**config.mk**
```make
export PLATFORM = sky130hd
export DESIGN_NAME = tea_scheduler
export DESIGN_NICKNAME = d
export VERILOG_FILES = /design/src/rtl/tea_pkg.sv /design/src/rtl/tea_rr_arb2.sv /design/src/rtl/tea_scheduler.sv
export SDC_FILE = /design/constraint.sdc
export NUM_CORES = 1
export LEC_CHECK = 0
export ABC_CLOCK_PERIOD_IN_PS = 4870
export BUFFER_PORTS_ARGS = -buffer_cell sky130_fd_sc_hd__buf_4
export CORE_MARGIN = 10
export CORE_UTILIZATION = 35
export CTS_BUF_LIST = sky130_fd_sc_hd__clkbuf_4 sky130_fd_sc_hd__clkbuf_8
export DETAILED_ROUTE_END_ITERATION = 8
export PLACE_DENSITY = 0.79
export SLEW_MARGIN = 20
export SYNTH_ARGS = -nofsm -noshare
export SYNTH_HDL_FRONTEND = slang
export SYNTH_HIERARCHICAL = 1
export SYNTH_SLANG_ARGS = --single-unit
```
**constraint.sdc**
```tcl
create_clock -name clk -period 4.87 [get_ports clk]
set_input_delay 0.7305 -clock clk [delete_from_list [all_inputs] [get_ports clk]]
set_output_delay 0.7305 -clock clk [all_outputs]
set_load 0.01 [all_outputs]
```
**src/rtl/tea_pkg.sv**
```systemverilog
// tea_pkg: shared FSM encodings and default sizing for the TEA job scheduler.
package tea_pkg;
  localparam int WORD_SIZE_DEF = 16;
  localparam int TIMEOUT_DEF = 1023;
  localparam logic [1:0] S_IDLE = 2'd0;
  localparam logic [1:0] S_LOAD = 2'd1;
  localparam logic [1:0] S_RUN = 2'd2;
  localparam logic [1:0] S_RESP = 2'd3;
endpackage

```
**src/rtl/tea_rr_arb2.sv**
```systemverilog
// tea_rr_arb2: two-way round-robin arbiter; priority moves to the loser on each update.
module tea_rr_arb2 (
  input  logic       clk,
  input  logic       rst,
  input  logic [1:0] req,
  input  logic       update,
  output logic       grant,
  output logic       any
);
  logic prio;
  always_comb begin
    any = |req;
    grant = &req ? prio : req[1];
  end
  always_ff @(posedge clk or posedge rst) begin
    if (rst) prio <= 1'b0;
    else if (update) prio <= ~grant;
  end
endmodule

```
**src/rtl/tea_scheduler.sv**
```systemverilog
// tea_scheduler: arbitrates two requesters onto one external TEA core with a watchdog.
module tea_scheduler
  import tea_pkg::*;
#(
  parameter int WORD_SIZE = WORD_SIZE_DEF,
  parameter int TIMEOUT_CYCLES = TIMEOUT_DEF
) (
  input  logic                   clk,
  input  logic                   rst,
  input  logic                   iKeyLoad,
  input  logic [4*WORD_SIZE-1:0] iKey,
  output logic                   oKeyReady,
  input  logic [1:0]             iReqValid,
  output logic [1:0]             oReqReady,
  input  logic [4*WORD_SIZE-1:0] iReqData,
  output logic                   oRspValid,
  input  logic                   iRspReady,
  output logic                   oRspId,
  output logic [2*WORD_SIZE-1:0] oRspData,
  output logic                   oRspErr,
  output logic                   oCoreStart,
  output logic [WORD_SIZE-1:0]   oCoreV0,
  output logic [WORD_SIZE-1:0]   oCoreV1,
  output logic [WORD_SIZE-1:0]   oCoreK0,
  output logic [WORD_SIZE-1:0]   oCoreK1,
  output logic [WORD_SIZE-1:0]   oCoreK2,
  output logic [WORD_SIZE-1:0]   oCoreK3,
  input  logic [WORD_SIZE-1:0]   iCoreC0,
  input  logic [WORD_SIZE-1:0]   iCoreC1,
  input  logic                   iCoreDone
);
  localparam int W = WORD_SIZE;
  localparam int WDW = $clog2(TIMEOUT_CYCLES + 1);
  localparam logic [WDW-1:0] WD_LAST = WDW'(TIMEOUT_CYCLES - 1);
  logic [1:0] state;
  logic [4*W-1:0] key;
  logic [2*W-1:0] pt;
  logic [WDW-1:0] wd;
  logic grant, any, take;
  tea_rr_arb2 u_arb (
    .clk(clk),
    .rst(rst),
    .req(iReqValid),
    .update(take),
    .grant(grant),
    .any(any)
  );
  // Reset also masks the grant pulse, since IDLE with a pending request would otherwise show ready.
  always_comb begin
    take = (state == S_IDLE) && any;
    oReqReady = (take && !rst) ? (grant ? 2'b10 : 2'b01) : 2'b00;
    oKeyReady = state == S_IDLE;
    oCoreStart = state == S_RUN;
    oRspValid = state == S_RESP;
    {oCoreK3, oCoreK2, oCoreK1, oCoreK0} = key;
    {oCoreV1, oCoreV0} = pt;
  end
  always_ff @(posedge clk or posedge rst) begin
    if (rst) begin
      state <= S_IDLE;
      key <= '0;
      pt <= '0;
      wd <= '0;
      oRspId <= 1'b0;
      oRspData <= '0;
      oRspErr <= 1'b0;
    end else if (state == S_IDLE) begin
      if (iKeyLoad) key <= iKey;
      if (take) begin
        pt <= grant ? iReqData[4*W-1:2*W] : iReqData[2*W-1:0];
        oRspId <= grant;
        state <= S_LOAD;
      end
    end else if (state == S_LOAD) begin
      wd <= '0;
      state <= S_RUN;
    end else if (state == S_RUN) begin
      wd <= wd + 1'b1;
      if (iCoreDone) begin
        oRspData <= {iCoreC1, iCoreC0};
        oRspErr <= 1'b0;
        state <= S_RESP;
      end else if (wd == WD_LAST) begin
        oRspData <= '0;
        oRspErr <= 1'b1;
        state <= S_RESP;
      end
    end else if (iRspReady) begin
      state <= S_IDLE;
    end
  end
endmodule

```
Yosys cells after proc, flatten, opt, wreduce, memory -nomap -nowiden
Cells that the tools add are included.
W data, S select, Z words.
Operators by class
  $add $sub $neg: 1
  equality and inequality tests: 6
  muxes and demuxes: 17
  bitwise operators: 3
  reductions and logical operators: 14
Operator list (number)
  $mux W32: 3
  $mux W10: 2
  $mux W2: 9
  $add A10 B1 Y10 const B: 1
  $eq A10 B10 Y1 const B: 1
  $reduce_and A2 Y1: 4
  $ne A5 B2 Y1 const B: 1
  $eq A2 B2 Y1 const B: 2
  $reduce_and A4 Y1: 1
  $reduce_bool A2 Y1: 2
  $reduce_bool A4 Y1: 1
  $mux W1: 3
  $not A1 Y1: 3
  $reduce_and A3 Y1: 1
  $eq A2 B1 Y1 const B: 1
  $logic_and A1 B1 Y1: 2
  $logic_not A2 Y1: 1
  $ne A2 B1 Y1 const B: 1
  $reduce_or A2 Y1: 1
  $logic_not A1 Y1: 1
Word-level totals
  flip-flop bits (word level): 143
  input port bits: 167
  output and inout bits: 135

Logic depth before layout (Yosys ltp)
Gate-level depths: netlist of run 1.
  depth after elaboration: 6
  gate-level depth with buffers: 7
  depth with buffers taken out: 6

Cells and area by module
Netlist of run 1, hierarchy kept.
Modules (own cells, without submodules)
  tea_scheduler: instances 1, cells an instance 439, area each 5799.3 um^2
  tea_rr_arb2: instances 1, cells an instance 7, area each 66.3 um^2

Worst setup path before layout of run 1
No wires, ideal clock.
  path kind: input to output
  start: input rst
  end: output oReqReady[1]
  data arrival time: 4204 ps
  slack: -64 ps
  cell stages on the path: 2
  buffers on the path: 0
  cells stage by stage: inv_1 and3_1
On the way
  cells in the longest elaborated chain, start to end: 3
Ends and longest elaborated chain
  start, declared: line tea_scheduler.sv:9  | input logic rst,
  $logic_not A1 Y1 (no source line)
  $logic_and A1 B1 Y1: line tea_scheduler.sv:51  | oReqReady = (take && !rst) ? (grant ? 2'b10 : 2'b01) : 2'b00;
  $mux W2: line tea_scheduler.sv:51
  end, declared: line tea_scheduler.sv:14  | output logic [1:0] oReqReady,
Every way passes these cells.

Final worst setup path of run 1
  start: register u_arb.prio
  end: output oReqReady[1]
On the way
  cells in the longest elaborated chain, start to end: 3
Ends and longest elaborated chain
  start, declared: line tea_rr_arb2.sv:10  | logic prio;
  start signal, assigned: line tea_rr_arb2.sv:17  | else if (update) prio <= ~grant;
  $mux W1: line tea_rr_arb2.sv:13  | grant = &req ? prio : req[1];
  via grant: line tea_scheduler.sv:39  | logic grant, any, take;
  $mux W2 (2 in a row): line tea_scheduler.sv:51
The timed path passes the listed nets, and every way through them passes these cells.

==> run metrics, run 1 <==
clk_lat worst skew 0.45 ns; busiest grt layer met2; crit-path cells nand2b_4 -> and2_2 -> and3_1 -> buf_4; Leak Pwr 4.44 nW; Layout Cells excl Fill 976; dpl cell area 0.00830 mm^2; synth cell count leaders dfrtp_1 (143), mux2_2 (66), nand2_1 (42); vias per cell 4.66; # hold bufs at CTS 0; die width 149 um; met2 Use GR 27.1%; first-pass GRT wire length 26200 um; final-layout fill cell count 1487; setup ws final 1.98 ns; unrepaired setup endpoints after global routing false; ys async rst share 100%; Seq/Total Area, Yosys 61.0%; Worst Path Max Fanout 35; Syn Area/Cell 13.2 um^2; FF+latch area 0.00358 mm^2; syn nets 620; PD cells 642 mW/mm^2; Rel. slew slack 33.4%; met1 Use GR 15.4%; Via Count 4548; Die Area 0.0223 mm^2; critical path arrival 2.16 ns; die height 149 um; status finished, final reports clean; largest net degree at the start of global routing 60; Multi-input gate area 0.00211 mm^2; Slew Limit Fails 0; core box area 0.0165 mm^2; DRC Markers 0; worst hold slack 0.146 ns; buffers added on ports 301; final setup fails 0; FF+latch count, synth 143; fraction of layout cells with a size suffix above 1 54.8%; Placer Congestion 0.823; vias in the first global route 4749; fin crit period 2.89 ns; fin nets 918; Initial Utilization 35.5%; Total GRT Usage 14.9%; H-tree depth 4; Root Buffer clkbuf_8; Critical-path top delay cell and2_2; EDFF count, synth 0; top post-synthesis cells by area dfrtp_1 (61%), mux2_2 (13%), mux2i_1 (5.8%), a22o_1 (4.8%), o21ai_0 (2.9%); Worst-Margin Slew 0.999 ns; total wire length 17600 um; critical path endpoint category output port; Setup Buffers After CTS 0; Mapped Area 0.00587 mm^2; Row Count 47; Final Cycle Share 59.4%; antenna-violating nets left 0; synth unique cells 33; cts repair resizes 0; Clock Pin Slew Worst Setup and Hold Paths 0.08 ns; crit start category flop; initial antenna violation count 0; placed insts 945; Synth area leader dfrtp_1; CTS Buf Count 17; slowest stage delay, CP 0.81 ns; Ports 302; Area growth syn-to-layout 49.2%; Max Cap Viol 0; antenna diode count 0; CTS tree yes; min-delay worst type primary input to async pin; M3 GR Usage 5.25%; Max Fclk 0.346 GHz; final instance area 0.00875 mm^2; Syn. warnings 6; first drt pass iteration count 4; Main synth FF type dfrtp_1; Initial DRC Count 179; Req. time, crit path 4.14 ns; routed wire length per instance 18.1 um; Max clock buf depth 2; CTS sink cnt 143; pre-CTS WS 2.00 ns; Yosys top cell area share 61.0%; maximum vdd drop 0.240 mV; Detailed Place HPWL 13800 um; total gr overflow 0; Clock Skew 0.0181 ns; critical path class flop to output port; Final Hold Vio Count 0; count leader, synth dfrtp_1; Total Neg Setup Slack 0 ns; Mapped Cells 446
## report_power, final
group	internal [mW]	switching, mW	total, mW
Combinational	1.32	1.16	2.48
Clock	0.583	0.478	1.06
Sequential	1.76	0.320	2.08
Total	3.67	1.96	5.62
## final cells by class
cell class | count | area share (%)
multi-input cells | 265 | 24.1
clock buffers | 18 | 2.83
inverters | 11 | 0.515
flip-flops and latches | 143 | 40.9
well taps | 220 | 3.14
repair buffers | 306 | 26.2
clock inverters | 13 | 2.29
## placed cells by master, fill, tap and decap left out, drive strengths merged
cell type  count
nand4          1
bufinv         4
nor2b          1
nand3          4
xnor2          3
o21ai         36
mux2          67
mux2i         34
clkbuf        18
nand2b         1
clkinvlp       2
inv           17
nor3b          2
a22o          32
nor2           8
nor3           4
a31oi          2
and3           4
a21oi          7
or2            1
and2           2
and4           1
nand2         42
o22ai          5
dfrtp        143
buf          306
nor4           1
ha             7
clkinv         1
## sequential cells by signal, indices dropped and copies added (netlist names)
signal,count
oRspErr,1
wd,10
oRspData,32
u_arb/prio,1
pt,32
oRspId,1
state,2
key,64
## cells by family after synthesis
logic type	share of synthesized area [%]
mux	18.7
xor+xnor	0.448
buf+inv	3.14
fa+ha+maj	1.49
flops	61.0
simple gates	5.99
compound gates	9.26
## per-stage QoR
step,total power [mW],utilization [%]
final,5.62,53.0
after global routing,5.99,53.0
after CTS,5.71,53.0
after detailed placement,4.63,50.3
after global placement,4.55,50.3
after floorplan,3.35,-
## layer usage
metal,up-vias,share of wire [%]
met1,2202,36
li1,2175,-
met5,-,0
met4,0,2.1
met3,22,7.4
met2,149,55
## final timing paths
kind                       cells after the start      endpoint  slack (ns)       start
setup / recovery                               4  oReqReady[1]        1.98  u_arb/prio
hold / removal                                 2    u_arb/prio        0.15         rst
setup reg to reg                               5       key[22]        2.38    state[0]
hold reg to reg                                2        pt[24]        0.48      pt[24]
max in group asynchronous                      3       key[17]        3.36         rst
min in group clk                               2        pt[24]        0.48      pt[24]
## worst max-delay path, delay by kind of cell, from the launching register on
family                 cells  cell delay, ns
AND/OR/NAND/NOR            3            1.23
buffers and inverters      1            0.12
flip-flops                 1            0.37
(Power assumes the default switching activity.)
==> inputs of run 2 (changes only) <==
ABC_CLOCK_PERIOD_IN_PS = 2600   (was 4870)
clock period = 2.6 ns   (was 4.87 ns; I/O delays follow)
==> run 2 against run 1 <==
Cell count grew 0.31%. Largest cell class unchanged. Critical path type unchanged. Cell area shrank 0.19%. Clock skew shrank 0.0039 ns. Core utilization shrank 0.098 points.
==> run metrics, run 2 (synthesis results as in run 1) <==
largest net degree at the start of global routing 143; Critical-path top delay cell dfrtp_1; status finished, final reports clean; vias in the first global route 4676; Max Fclk 0.417 GHz; die height 149 um; Leak Pwr 4.44 nW; Via Count 4561; Rel. slew slack 49.4%; Total GRT Usage 14.9%; Max clock buf depth 2; fin nets 920; Req. time, crit path 2.21 ns; Slew Limit Fails 0; Worst-Margin Slew 0.759 ns; critical path class flop to output port; Initial Utilization 35.5%; Clock Pin Slew Worst Setup and Hold Paths 0.09 ns; critical path arrival 2.01 ns; DRC Markers 0; first drt pass iteration count 4; total wire length 17600 um; critical path's most frequent cell inv_1; clk_lat worst skew 0.44 ns; Initial DRC Count 210; antenna-violating nets left 0; CTS sink cnt 143; core box area 0.0165 mm^2; PD cells 1180 mW/mm^2; Area growth syn-to-layout 49.0%; placed insts 946; Max Cap Viol 0; Root Buffer clkbuf_8; CTS Buf Count 17; crit start category flop; antenna diode count 0; Layout Cells excl Fill 979; commonest non-fill, non-tap cells in the layout buf_4 (305), dfrtp_1 (143), mux2_2 (66); number of flip-flops in the largest register 64; fraction of layout cells with a size suffix above 1 54.7%; H-tree depth 4; maximum vdd drop 0.613 mV; PnR Total Power 10.3 mW; critical path endpoint category output port; Detailed Place HPWL 13600 um; Final Cycle Share 92.2%; fin crit period 2.40 ns; crit-path cells inv_1 -> ha_1 -> nand2_4 -> inv_1 -> and3_1 -> buf_4; largest registers key: 64 flops, oRspData: 32 flops, pt: 32 flops; routed wire length per instance 18.0 um; initial antenna violation count 0; slowest stage delay, CP 0.41 ns; Worst Path Max Fanout 21; Clock Skew 0.0142 ns; Die Area 0.0223 mm^2; die width 149 um; unrepaired setup endpoints after global routing false; vias per cell 4.66; Ports 302; Top reg by flops key; Setup Buffers After CTS 0; min-delay worst type primary input to flop; Final Hold Vio Count 0; first-pass GRT wire length 26100 um; Row Count 47; Placer Congestion 0.829; total gr overflow 0; CTS tree yes; final setup fails 0; most common cell after layout, fill and taps aside buf_4; buffers added on ports 301
## run 2: cell types whose count changed in the layout (fill, tap and decap cells not counted), sizes merged
cell and delta:
clkinv +2, bufinv -4, inv +3, buf +1
dlygate4sd3 +1
## run 2: worst paths after layout
kind | startpoint | endpoint | slack (ns) | depth (start not counted)
worst max-delay path | state[0] | oReqReady[1] | 0.20 | 6
worst min-delay path | iReqValid[1] | u_arb/prio | 0.14 | 2
worst max register to register | state[1] | oRspData[29] | 0.61 | 6
worst min register to register | pt[16] | pt[16] | 0.49 | 2
max in group asynchronous | rst | key[43] | 1.24 | 4
min in group asynchronous | rst | u_arb/prio | 0.37 | 3
## run 2: area by class of cell
cell class / instances / area (um^2)
Tap cell: 220 / 275
Sequential cell: 143 / 3580
Multi-Input combinational cell: 265 / 2110
Inverter: 11 / 45.0
Clock inverter: 14 / 144
Timing Repair Buffer: 308 / 2340
Clock buffer: 18 / 241
Fill cell: 1444 / 7790
## run 2: power by group
group	total [mW]	switching, mW	internal (mW)
Sequential	3.92	0.619	3.30
Combinational	4.64	2.16	2.49
Clock	1.72	0.986	0.732
Total	10.3	3.76	6.52
## run 2: metal layers
layer	wire (um)	share of wire (%)	up-vias	global-route usage, %
met1	6610	38	2210	15.9
met3	1190	6.8	18	5.25
li1	-	-	2181	-
met5	0	0	-	0
met4	282	1.6	0	4.37
met2	9510	54	152	26.9
## run 2: critical path, delay by kind of cell, from the launching register on
| kind | cells | cell delay [ns] |
|---|---|---|
| buffers and inverters | 3 | 0.41 |
| DFF | 1 | 0.41 |
| and+or+nand+nor | 2 | 0.38 |
| adders and majority gates | 1 | 0.37 |
## run 2: timing repair
| action | 4_1_cts | 5_1_grt |
|---|---|---|
| hold endpoints to repair | 1 | 0 |
| resized for setup | 0 | 1 |
| endpoints found under the setup margin | 0 | 2 |
| hold buffers | 1 | 0 |
## run 2: metrics by stage
stage	hold WS (ns)	TNS (ns)	setup slack [ns]	instance area (um^2)	util, %
floorplan	0.119	-0.834	-0.834	5870	-
global placement	0.264	0	0.648	8340	50.5
detailed placement	0.265	0	0.576	8340	50.5
CTS	0.103	0	0.0681	8730	52.8
global route	0.0953	0	0.0259	8740	52.9
finish	0.142	0	0.202	8740	52.9
==> inputs of run 3 (changes only) <==
RECOVER_POWER = 50   (was unset)
==> run 3 against run 2 <==
Register-to-register slack is essentially flat. Critical endpoint unchanged. Cell area shrank 4.8%. Core utilization shrank 2.5 points. Sequential power is essentially flat.
==> run metrics, run 3 (synthesis results as in run 1) <==
Reg2Reg Setup Slack 0.60 ns; largest registers key: 64 flops, oRspData: 32 flops, pt: 32 flops; core box area 0.0165 mm^2; setup ws final 0.215 ns; Via Count 4547; Ports 302; Placer Congestion 0.829; antenna-violating nets left 0; critical path endpoint category output port; die height 149 um; final setup fails 0; Total Neg Setup Slack 0 ns; initial antenna violation count 0; Root Buffer clkbuf_8; busiest grt layer met2; Clock Skew 0.0132 ns; Row Count 47; DRC Markers 0; CTS tree yes; crit start category flop; R2R cell count 6; total gr overflow 0; routed wire length per instance 18.0 um; Die Area 0.0223 mm^2; pre-CTS WS 0.576 ns; M3 GR Usage 5.25%; Detailed Place HPWL 13600 um; first drt pass iteration count 4; CTS Buf Count 17; FF-to-FF End oRspData[9]; met1 Use GR 15.9%; vias per cell 4.64; total wire length 17600 um; fin nets 920; first-pass GRT wire length 26100 um; Initial DRC Count 223; final-layout fill cell count 1548; CTS sink cnt 143; Max Cap Viol 0; worst hold slack 0.143 ns; maximum vdd drop 0.603 mV; met2 Use GR 26.9%; Final Hold Vio Count 0; Total GRT Usage 14.9%; vias in the first global route 4676; critical path class flop to output port; Hold Path Depth 2; min-delay worst type primary input to flop; hold_sp iReqValid[1]; status finished, final reports clean; H-tree depth 4; unrepaired setup endpoints after global routing false; fin crit period 2.38 ns; antenna diode count 0; Clock Pin Slew Worst Setup and Hold Paths 0.09 ns; Max clock buf depth 2; die width 149 um; Min-Delay Endpoint u_arb/prio; Critical R2R Launch state[1]; commonest non-fill, non-tap cells in the layout buf_4 (197), dfrtp_1 (143), clkbuf_1 (108); critical path arrival 1.99 ns; buffers added on ports 301; largest net degree at the start of global routing 143; most common cell after layout, fill and taps aside buf_4; clk_lat worst skew 0.44 ns; Area growth syn-to-layout 41.9%; Initial Utilization 35.5%; number of flip-flops in the largest register 64; fraction of layout cells with a size suffix above 1 40.4%; Worst Path Max Fanout 21; Req. time, crit path 2.21 ns; Max Fclk 0.419 GHz; Slew Limit Fails 0; Worst-Margin Slew 1.28 ns; PD cells 1150 mW/mm^2; Leak Pwr 4.03 nW; Top reg by flops key; Rel. slew slack 14.7%; Final Cycle Share 91.7%
-- run 3: changes by cell type in the layout (fill, tap and decap cells not counted), sizes merged --
cell	previous run	this run
clkbuf	18	126
buf	307	199
-- run 3: through the flow --
step	instance area (um^2)	std cells	power (mW)	util (%)
floorplan	5870	446	6.27	-
global placement	8340	946	8.52	50.5
detailed placement	8340	946	8.69	50.5
CTS	8730	979	10.4	52.8
global route	8320	979	10.3	50.4
finish	8320	979	9.61	50.4
-- run 3: cell type report --
type	instances	area (um^2)	area share, %
Clock buffer	18	241	2.90
Clock inverter	14	144	1.73
Inverter	11	42.5	0.511
Multi-Input combinational cell	265	2110	25.4
Sequential cell	143	3580	43.0
Tap cell	220	275	3.31
Timing Repair Buffer	308	1930	23.1
-- run 3: how the worst max path moves through the flow --
| stage | startpoint | endpoint | cells after the start |
|---|---|---|---|
| 3_3_place_gp | state[0] | oReqReady[1] | 6 |
| 3_5_place_dp | state[0] | oReqReady[1] | 6 |
| 2_1_floorplan | rst | oReqReady[1] | 2 |
| 5_1_grt | state[0] | oReqReady[1] | 6 |
| 4_1_cts | state[0] | oReqReady[1] | 6 |
| 6_report | state[0] | oReqReady[1] | 6 |
-- run 3: worst max-delay path: stages, from the launching register on --
cell     delay (ns)
dfrtp_1        0.41
inv_1          0.14
ha_1           0.37
nand2_4        0.20
inv_1          0.16
and3_1         0.18
buf_4          0.12
-- run 3: timing repair --
action	in CTS	in global routing
resized for setup	0	1
hold buffers	1	0
endpoints found under the hold margin	1	0
setup endpoints to repair	0	2
setup buffers	0	0
-- run 3: power breakdown --
group	leakage (nW)	switching [mW]	internal, mW
clock	0.197	0.986	0.732
combinational	2.09	2.16	1.83
sequential	1.74	0.598	3.30
total	4.03	3.75	5.86
-- run 3: metal layers --
layer	wire, um	share of wire (%)
met1	6650	38
met3	1190	6.8
met5	0	0
met2	9530	54
met4	252	1.4
